--- src/rtl/mem_port_arbiter.sv ---
`default_nettype none
// ============================================================================
// Module      : mem_port_arbiter
// Description : Shares one single-port memory between the instruction-fetch
//               (IF) and data-memory (DM) pipeline stages. One access is in
//               flight at a time; memory-side outputs are registered, read
//               data is captured after a fixed latency and each completion is
//               signalled with a one-cycle acknowledge.
// Revision    : 1.0 - initial release
// ============================================================================
module mem_port_arbiter #(
    parameter int ADDR_W       = 32,
    parameter int DATA_W       = 32,
    parameter int MEM_LAT      = 2,
    parameter int STARVE_LIMIT = 4
) (
    input  logic              clk,
    input  logic              rst,
    input  logic              if_req,
    input  logic [ADDR_W-1:0] if_addr,
    output logic [DATA_W-1:0] if_rdata,
    output logic              if_ack,
    output logic              if_stall,
    input  logic              dm_req,
    input  logic              dm_we,
    input  logic [ADDR_W-1:0] dm_addr,
    input  logic [DATA_W-1:0] dm_wdata,
    output logic [DATA_W-1:0] dm_rdata,
    output logic              dm_ack,
    output logic              dm_stall,
    output logic              mem_en,
    output logic              mem_we,
    output logic [ADDR_W-1:0] mem_addr,
    output logic [DATA_W-1:0] mem_wdata,
    input  logic [DATA_W-1:0] mem_rdata
);

    localparam int CNT_W = $clog2(MEM_LAT + 1);
    localparam int SW    = $clog2(STARVE_LIMIT + 1);
    localparam logic [CNT_W-1:0] LAT_LOAD   = CNT_W'(MEM_LAT);
    localparam logic [SW-1:0]    STARVE_MAX = SW'(STARVE_LIMIT);

    typedef enum logic [1:0] {
        S_IDLE   = 2'd0,
        S_ACCESS = 2'd1,
        S_WAIT   = 2'd2,
        S_RESP   = 2'd3
    } state_t;

    state_t            state_q, state_d;
    logic              owner_dm_q, owner_dm_d;   // 1 = DM owns the access
    logic              acc_we_q, acc_we_d;       // in-flight access is a write
    logic [CNT_W-1:0]  cnt_q, cnt_d;
    logic [SW-1:0]     starve_q, starve_d;
    logic              mem_en_q, mem_en_d;
    logic              mem_we_q, mem_we_d;
    logic [ADDR_W-1:0] mem_addr_q, mem_addr_d;
    logic [DATA_W-1:0] mem_wdata_q, mem_wdata_d;
    logic              if_ack_q, if_ack_d;
    logic              dm_ack_q, dm_ack_d;
    logic [DATA_W-1:0] if_rdata_q, if_rdata_d;
    logic [DATA_W-1:0] dm_rdata_q, dm_rdata_d;
    logic              grant_dm;

    // State and output registers; reset abandons any in-flight access
    always_ff @(posedge clk or posedge rst) begin
        if (rst) begin
            state_q     <= S_IDLE;
            owner_dm_q  <= 1'b0;
            acc_we_q    <= 1'b0;
            cnt_q       <= '0;
            starve_q    <= '0;
            mem_en_q    <= 1'b0;
            mem_we_q    <= 1'b0;
            mem_addr_q  <= '0;
            mem_wdata_q <= '0;
            if_ack_q    <= 1'b0;
            dm_ack_q    <= 1'b0;
            if_rdata_q  <= '0;
            dm_rdata_q  <= '0;
        end else begin
            state_q     <= state_d;
            owner_dm_q  <= owner_dm_d;
            acc_we_q    <= acc_we_d;
            cnt_q       <= cnt_d;
            starve_q    <= starve_d;
            mem_en_q    <= mem_en_d;
            mem_we_q    <= mem_we_d;
            mem_addr_q  <= mem_addr_d;
            mem_wdata_q <= mem_wdata_d;
            if_ack_q    <= if_ack_d;
            dm_ack_q    <= dm_ack_d;
            if_rdata_q  <= if_rdata_d;
            dm_rdata_q  <= dm_rdata_d;
        end
    end

    // Arbitration, access sequencing and response capture
    always_comb begin
        state_d     = state_q;
        owner_dm_d  = owner_dm_q;
        acc_we_d    = acc_we_q;
        cnt_d       = cnt_q;
        starve_d    = starve_q;
        mem_en_d    = 1'b0;
        mem_we_d    = 1'b0;
        mem_addr_d  = mem_addr_q;
        mem_wdata_d = mem_wdata_q;
        if_ack_d    = 1'b0;
        dm_ack_d    = 1'b0;
        if_rdata_d  = if_rdata_q;
        dm_rdata_d  = dm_rdata_q;
        // DM has priority unless IF has been passed over STARVE_LIMIT times
        grant_dm    = dm_req && !(if_req && (starve_q == STARVE_MAX));

        case (state_q)
            S_IDLE: begin
                if (if_req || dm_req) begin
                    owner_dm_d = grant_dm;
                    acc_we_d   = grant_dm & dm_we;
                    mem_en_d   = 1'b1;
                    mem_we_d   = grant_dm & dm_we;
                    if (grant_dm) begin
                        mem_addr_d  = dm_addr;
                        mem_wdata_d = dm_wdata;
                    end else begin
                        mem_addr_d  = if_addr;
                    end
                    if (!if_req || !grant_dm) begin
                        starve_d = '0;
                    end else if (starve_q != STARVE_MAX) begin
                        starve_d = starve_q + 1'b1;
                    end
                    state_d = S_ACCESS;
                end
            end
            S_ACCESS: begin
                cnt_d   = LAT_LOAD;
                state_d = S_WAIT;
            end
            S_WAIT: begin
                if (cnt_q == CNT_W'(1)) begin
                    if (owner_dm_q) begin
                        dm_ack_d = 1'b1;
                        if (!acc_we_q) begin
                            dm_rdata_d = mem_rdata;
                        end
                    end else begin
                        if_ack_d   = 1'b1;
                        if_rdata_d = mem_rdata;
                    end
                    state_d = S_RESP;
                end else begin
                    cnt_d = cnt_q - 1'b1;
                end
            end
            S_RESP: begin
                state_d = S_IDLE;
            end
            default: begin
                state_d = S_IDLE;
            end
        endcase
    end

    assign mem_en    = mem_en_q;
    assign mem_we    = mem_we_q;
    assign mem_addr  = mem_addr_q;
    assign mem_wdata = mem_wdata_q;
    assign if_ack    = if_ack_q;
    assign dm_ack    = dm_ack_q;
    assign if_rdata  = if_rdata_q;
    assign dm_rdata  = dm_rdata_q;
    assign if_stall  = if_req & ~if_ack_q;
    assign dm_stall  = dm_req & ~dm_ack_q;

endmodule
`default_nettype wire
--- config.mk ---
export PLATFORM = sky130hd
export DESIGN_NAME = mem_port_arbiter
export DESIGN_NICKNAME = d
export VERILOG_FILES = /design/src/rtl/mem_port_arbiter.sv
export SDC_FILE = /design/constraint.sdc
export NUM_CORES = 1
export LEC_CHECK = 0
export ABC_AREA = 0
export CAP_MARGIN = 20
export CORE_ASPECT_RATIO = 1.2
export CORE_MARGIN = 2
export CORE_UTILIZATION = 42
export CTS_CLUSTER_SIZE = 30
export DETAILED_ROUTE_END_ITERATION = 12
export PLACE_DENSITY_LB_ADDON = 0.1
export REMOVE_ABC_BUFFERS = 1
export SYNTH_ARGS = -nofsm -noshare
export SYNTH_HDL_FRONTEND = slang
export SYNTH_SLANG_ARGS = --single-unit
--- constraint.sdc ---
create_clock -name clk -period 5.5 [get_ports clk]
set_input_delay 0.825 -clock clk [delete_from_list [all_inputs] [get_ports clk]]
set_output_delay 0.825 -clock clk [all_outputs]
set_load 0.005 [all_outputs]
==> results.cfg, run 1 <==
[run_status]
outcome = complete, no violations

[power_and_ir_drop]
clkPwrFrac = 0.217
p_per_area_nw_per_um2 = 559
power.static_leakage_nw = 3.96
power_frac_comb = 0.429
intPower_mw = 3.68
irDropWorstVdd_uv = 281
pwr-share-seq = 0.354
total_power_mw = 5.19
swShare = 0.291
p_sw_mw = 1.51

[yosys]
synth_compound_area_frac = 0.0550
ys_types = 29
ys_seq_area_frac = 0.599
avgSynthCellArea_sq_um = 13.3
synth-simple-area-share = 0.0914
yosys_warnings = 0
synth_xor_area_frac = 0
synth_top_family_by_area = multiplexers
syn_area_sq_um = 5890
syn_inst = 442
synthMuxAreaShare = 0.208
synth_fa_ha_area_frac = 0.0128
ys_ff_latch = 141

[timing]
hold_viol_final = 0
worst_pin_slew_ns = 0.850
finalCritPeriodShare = 0.576
finalSetupViolations = 0
clock.fmax_ghz = 0.316
slew-limit-headroom = 0.432
rsz0062_at_grt = no
finalCriticalPeriod_ns = 3.17
maxSlewViolCount = 0
setup-tns-final_ns = 0
clock_skew_ns = 0.0121

[routing]
vias_per_cell = 5.17
drc_errors = 0
wl_per_cell_um = 18.0
first_pass_iters = 4
ant_nets = 0
finalWirelength_um = 16000
drtIter0Drc = 351
top_layer = met4
routed-wl-met3_um = 1430
wirelength_met1_um = 6120
wl_met2_um = 8200
route.vias.total = 4593

[floorplanning]
dieArea_sq_um = 15000
num_rows = 47
top_level_ports = 267
die-width_um = 112
core_sq_um = 13800
fp.dieH_um = 134
initial_core_util = 0.428

[cts]
post_cts_buffers = 0
cts-root-buf = clkbuf_16
cts_max_path_buffers = 2
postCtsHoldBufs = 0
clkLatencyLatePin_ns = 0.41
clkTransAtPathRegs_ns = 0.06
cts-resized-gates = 0
cts_sinks = 141
htreeDepth = 4
cts_buffers = 17
cts_tree = built

[grt]
grt_pass1_vias = 4829
grt_util_all_layers = 0.214
grt_start_max_net_pins = 114
grt_pass1_wl_um = 25700
antenna_found_initial = 1
grt-ovfl-total = 0

[layout]
layout.cells.non_filler = 888
fillCellCount = 1070
final_common_cell = clkdlybuf4s50_1
area_growth_pct = 57.6
layout-drive-gt1-share = 0.198
nNetsFinal = 842
final_cell_mix = clkdlybuf4s50_1 (266), dfrtp_1 (141), nand2_1 (67), mux2_2 (67), o211ai_1 (33)

[worst_setup_path]
worst_ep_arrival_time_ns = 2.34
crit_required_ns = 4.68
endpoint_kind = output port
worst-path-max-fanout = 38
start_kind = input port
crit_type = input port to output port

[placed_design]
hpwl_um = 11300
place_inst = 854
portBuffers = 266
gp_congestion = 0.795

[job]
maxCapViolCount = 0

[worst_hold_path]
hp-class = register to register
[stage by stage]
| step | worst slack (ns) | hold slack (ns) | utilization | cell area (sq um) |
|---|---|---|---|---|
| 6_report | 2.33 | 0.487 | 0.674 | 9280 |
| 5_1_grt | 2.24 | 0.513 | 0.674 | 9280 |
| 4_1_cts | 2.34 | 0.485 | 0.672 | 9250 |
| 3_5_place_dp | 2.01 | 0.478 | 0.629 | 8660 |
| 3_3_place_gp | 2.07 | 0.461 | 0.629 | 8660 |
| 2_1_floorplan | 0.894 | 0.446 | - | 5720 |
[layout make-up]
cell class | instances | area (sq um) | area share
sequential | 141 | 3530 | 0.380
timing repair buffer | 274 | 2740 | 0.296
multi-input combinational | 261 | 2160 | 0.233
clock buffer | 18 | 429 | 0.0463
tap | 171 | 214 | 0.0231
clock inverter | 14 | 159 | 0.0171
inverter | 8 | 35.0 | 0.00378
antenna | 1 | 2.50 | 0.000270
[cell usage after synthesis (all sizes together)]
master  instances  area (sq um)
clkbuf         13          48.8
dfrtp         141          3530
mux2           97          1200
ha              6          75.1
nand4          32           200
nand3b          1          7.51
inv             8          30.0
nor2b           3          18.8
and2            1          6.26
and3            2          12.5
o22a            1          8.76
a22oi           1          7.51
mux2i           2          20.0
o211ai         33           248
a21oi           3          15.0
o21ai           1          8.76
o22ai           1          6.26
a41o            1          10.0
nor2            4          15.0
nand2          67           251
buf            19           118
nand3           2          20.0
a32o            2          20.0
nand2b          1          6.26
[cell families (layout without fill, tap and decap cells)]
group / count (synthesis) / count (layout)
AOI/OAI and AO/OA: 43 / 43
buffers and inverters: 40 / 314
and+or+nand+nor: 113 / 113
DFF: 141 / 141
muxes: 99 / 99
adders and majority gates: 6 / 6
other: 0 / 1
[layer usage]
metal,global-route usage,vias to the layer above
met1,0.260,2279
met5,0,-
li1,-,2096
met4,0.0603,0
met2,0.364,203
met3,0.0751,15
[flip-flops by register name, indices dropped and copies added (netlist names), 2 cells and up]
register / count
starve_q: 3
dm_rdata: 32
state_q: 2
mem_addr: 32
if_rdata: 32
cnt_q: 2
mem_wdata: 32
[worst paths after layout]
check                            startpoint             to  slack, ns  cells after the start
worst max-delay path                 dm_req       dm_stall       2.33                      4
worst min-delay path               acc_we_q       acc_we_q       0.49                      1
worst max register to register  starve_q[0]  mem_wdata[23]       2.89                      5
worst min register to register     acc_we_q       acc_we_q       0.49                      1
max in group asynchronous               rst   mem_addr[26]       3.58                      4
min in group asynchronous               rst  mem_wdata[31]       0.80                      2
[power by group through the flow]
stage / clock network [mW] / logic, mW / registers [mW]
2_1_floorplan: 0 / 0.871 / 1.86
3_3_place_gp: 0 / 2.18 / 1.82
3_5_place_dp: 0 / 2.24 / 1.85
4_1_cts: 1.15 / 2.26 / 1.84
5_1_grt: 1.21 / 2.40 / 1.90
6_report: 1.13 / 2.23 / 1.83
[worst max-delay path, stage by stage]
cell,delay (ns)
clkdlybuf4s50_1,0.45
buf_4,0.36
nor2b_1,0.19
clkdlybuf4s50_1,0.51
Note: power is estimated with default switching activity, not from simulation.
==> inputs of run 2 (changes only) <==
==> constraint.sdc (replaced) <==
create_clock -name clk -period 3.31 [get_ports clk]
set_input_delay 0.4965 -clock clk [delete_from_list [all_inputs] [get_ports clk]]
set_output_delay 0.4965 -clock clk [all_outputs]
set_load 0.005 [all_outputs]
==> run 2 against run 1 <==
Wire length is 1.7% higher; sequential share of layout area decreased by 0.42 points; non-clock buffer count up 3.
==> results.cfg, run 2 (synthesized netlist as in run 1, its figures left out) <==
[run_status]
outcome = complete, no violations

[floorplanning]
core_sq_um = 13800
dieArea_sq_um = 15000
initial_core_util = 0.428
num_rows = 47
fp.dieH_um = 134
die-width_um = 112
top_level_ports = 267

[layout]
multi_input_area_sq_um = 2160
final_area_sq_um = 9380
regArea_sq_um = 3530
fillCellCount = 1043
layout.cells.non_filler = 889
final_cell_mix = clkdlybuf4s50_1 (266), dfrtp_1 (141), nand2_1 (67), mux2_2 (67), o211ai_1 (33)
final_common_cell = clkdlybuf4s50_1
antenna_cells = 0
layout-drive-gt1-share = 0.201
area_growth_pct = 59.3
nNetsFinal = 845

[grt]
grt_start_max_net_pins = 71
grt_pass1_wl_um = 26000
antenna_found_initial = 0
grt_util_all_layers = 0.220
grt-ovfl-total = 0
grt_pass1_vias = 4985

[timing]
finalCriticalPeriod_ns = 2.60
whs_ns = 0.460
slew-limit-headroom = 0.442
hold_viol_final = 0
setup-tns-final_ns = 0
rsz0062_at_grt = no
clock_skew_ns = 0.00848
finalSetupViolations = 0
worst_pin_slew_ns = 0.835
finalCritPeriodShare = 0.787
clock.fmax_ghz = 0.384
maxSlewViolCount = 0

[routing]
first_pass_iters = 4
ant_nets = 0
wl_per_cell_um = 18.3
drtIter0Drc = 333
vias_per_cell = 5.19
drc_errors = 0
route.vias.total = 4610
finalWirelength_um = 16300

[power_and_ir_drop]
power_frac_comb = 0.416
p_sw_mw = 2.48
power.static_leakage_nw = 4.03
clkPwrFrac = 0.241
p_per_area_nw_per_um2 = 949
intPower_mw = 6.42
pwr-share-seq = 0.343
swShare = 0.279
irDropWorstVdd_uv = 459

[worst_setup_path]
ff2ff_path_depth = 6
path_depth = 3
critPathTopFamily = buffers and inverters
worst_ep_arrival_time_ns = 2.11
r2r_slack_ns = 1.12
crit_chain = clkdlybuf4s50_1, nor2b_1, clkdlybuf4s50_1
crit_path_max_incr_delay_ns = 0.88
start_kind = input port
crit_required_ns = 2.81
r2r_end = dm_rdata[17]
cpMaxStageDelayCell = clkdlybuf4s50_1
r2r_start = state_q[0]
crit_type = input port to output port
critical_path_buf_inv_count = 2
endpoint_kind = output port
crit_top_cell = clkdlybuf4s50_1
worst-path-max-fanout = 14

[cts]
cts_buffers = 17
cts-root-buf = clkbuf_16
clkTransAtPathRegs_ns = 0.06
clkLatencyLatePin_ns = 0.41
post_cts_buffers = 0
cts_max_path_buffers = 2
cts_tree = built
cts-resized-gates = 0
htreeDepth = 4
cts_sinks = 141
postCtsHoldBufs = 0

[placed_design]
placed_area_sq_um = 8710
place_inst = 858
gp_congestion = 0.867
portBuffers = 266
hpwl_um = 11600

[worst_hold_path]
hp-class = input port to asynchronous set/reset pin

[job]
maxCapViolCount = 0
run 2: metrics by stage:
stage          utilization  setup WS (ns)  total power, mW
3_3_place_gp         0.633          0.400             6.68
6_report             0.682          0.705             8.90
5_1_grt              0.682          0.588             9.41
3_5_place_dp         0.633          0.397             6.82
4_1_cts              0.682          0.684             9.01
2_1_floorplan            -         -0.968             4.54
run 2: worst max path at each step:
stage,slack [ns],endpoint,start
floorplan,-0.97,acc_we_q,rst
finish,0.71,dm_stall,dm_req
CTS,0.68,dm_stall,dm_req
global route,0.59,dm_stall,dm_req
global placement,0.40,mem_wdata[11],dm_req
detailed placement,0.40,mem_wdata[8],dm_req
run 2: power groups by stage:
stage               clock, mW  sequential, mW  combinational (mW)
floorplan                   0            3.10                1.45
global placement            0            3.02                3.65
detailed placement          0            3.08                3.74
CTS                      2.19            3.06                3.76
global route             2.26            3.17                3.99
finish                   2.14            3.06                3.70
run 2: worst register-to-register path, delay by kind of cell, from the launching register on:
family | cells | cell delay [ns]
simple gates | 2 | 0.71
buf+inv | 2 | 0.42
flops | 1 | 0.36
mux | 1 | 0.32
fa+ha+maj | 1 | 0.27
run 2: layout make-up:
cell class | count | area share
multi-input cells | 261 | 0.231
well taps | 171 | 0.0228
clock inverters | 13 | 0.0253
flip-flops and latches | 141 | 0.376
clock buffers | 18 | 0.0458
repair buffers | 277 | 0.295
inverters | 8 | 0.00374
run 2: metal layers:
metal,GRT usage,up-vias,routed length (um)
met5,0,-,0
met4,0.0969,0,474
met3,0.0723,33,1310
met2,0.368,218,8190
met1,0.261,2257,6300
li1,-,2102,-
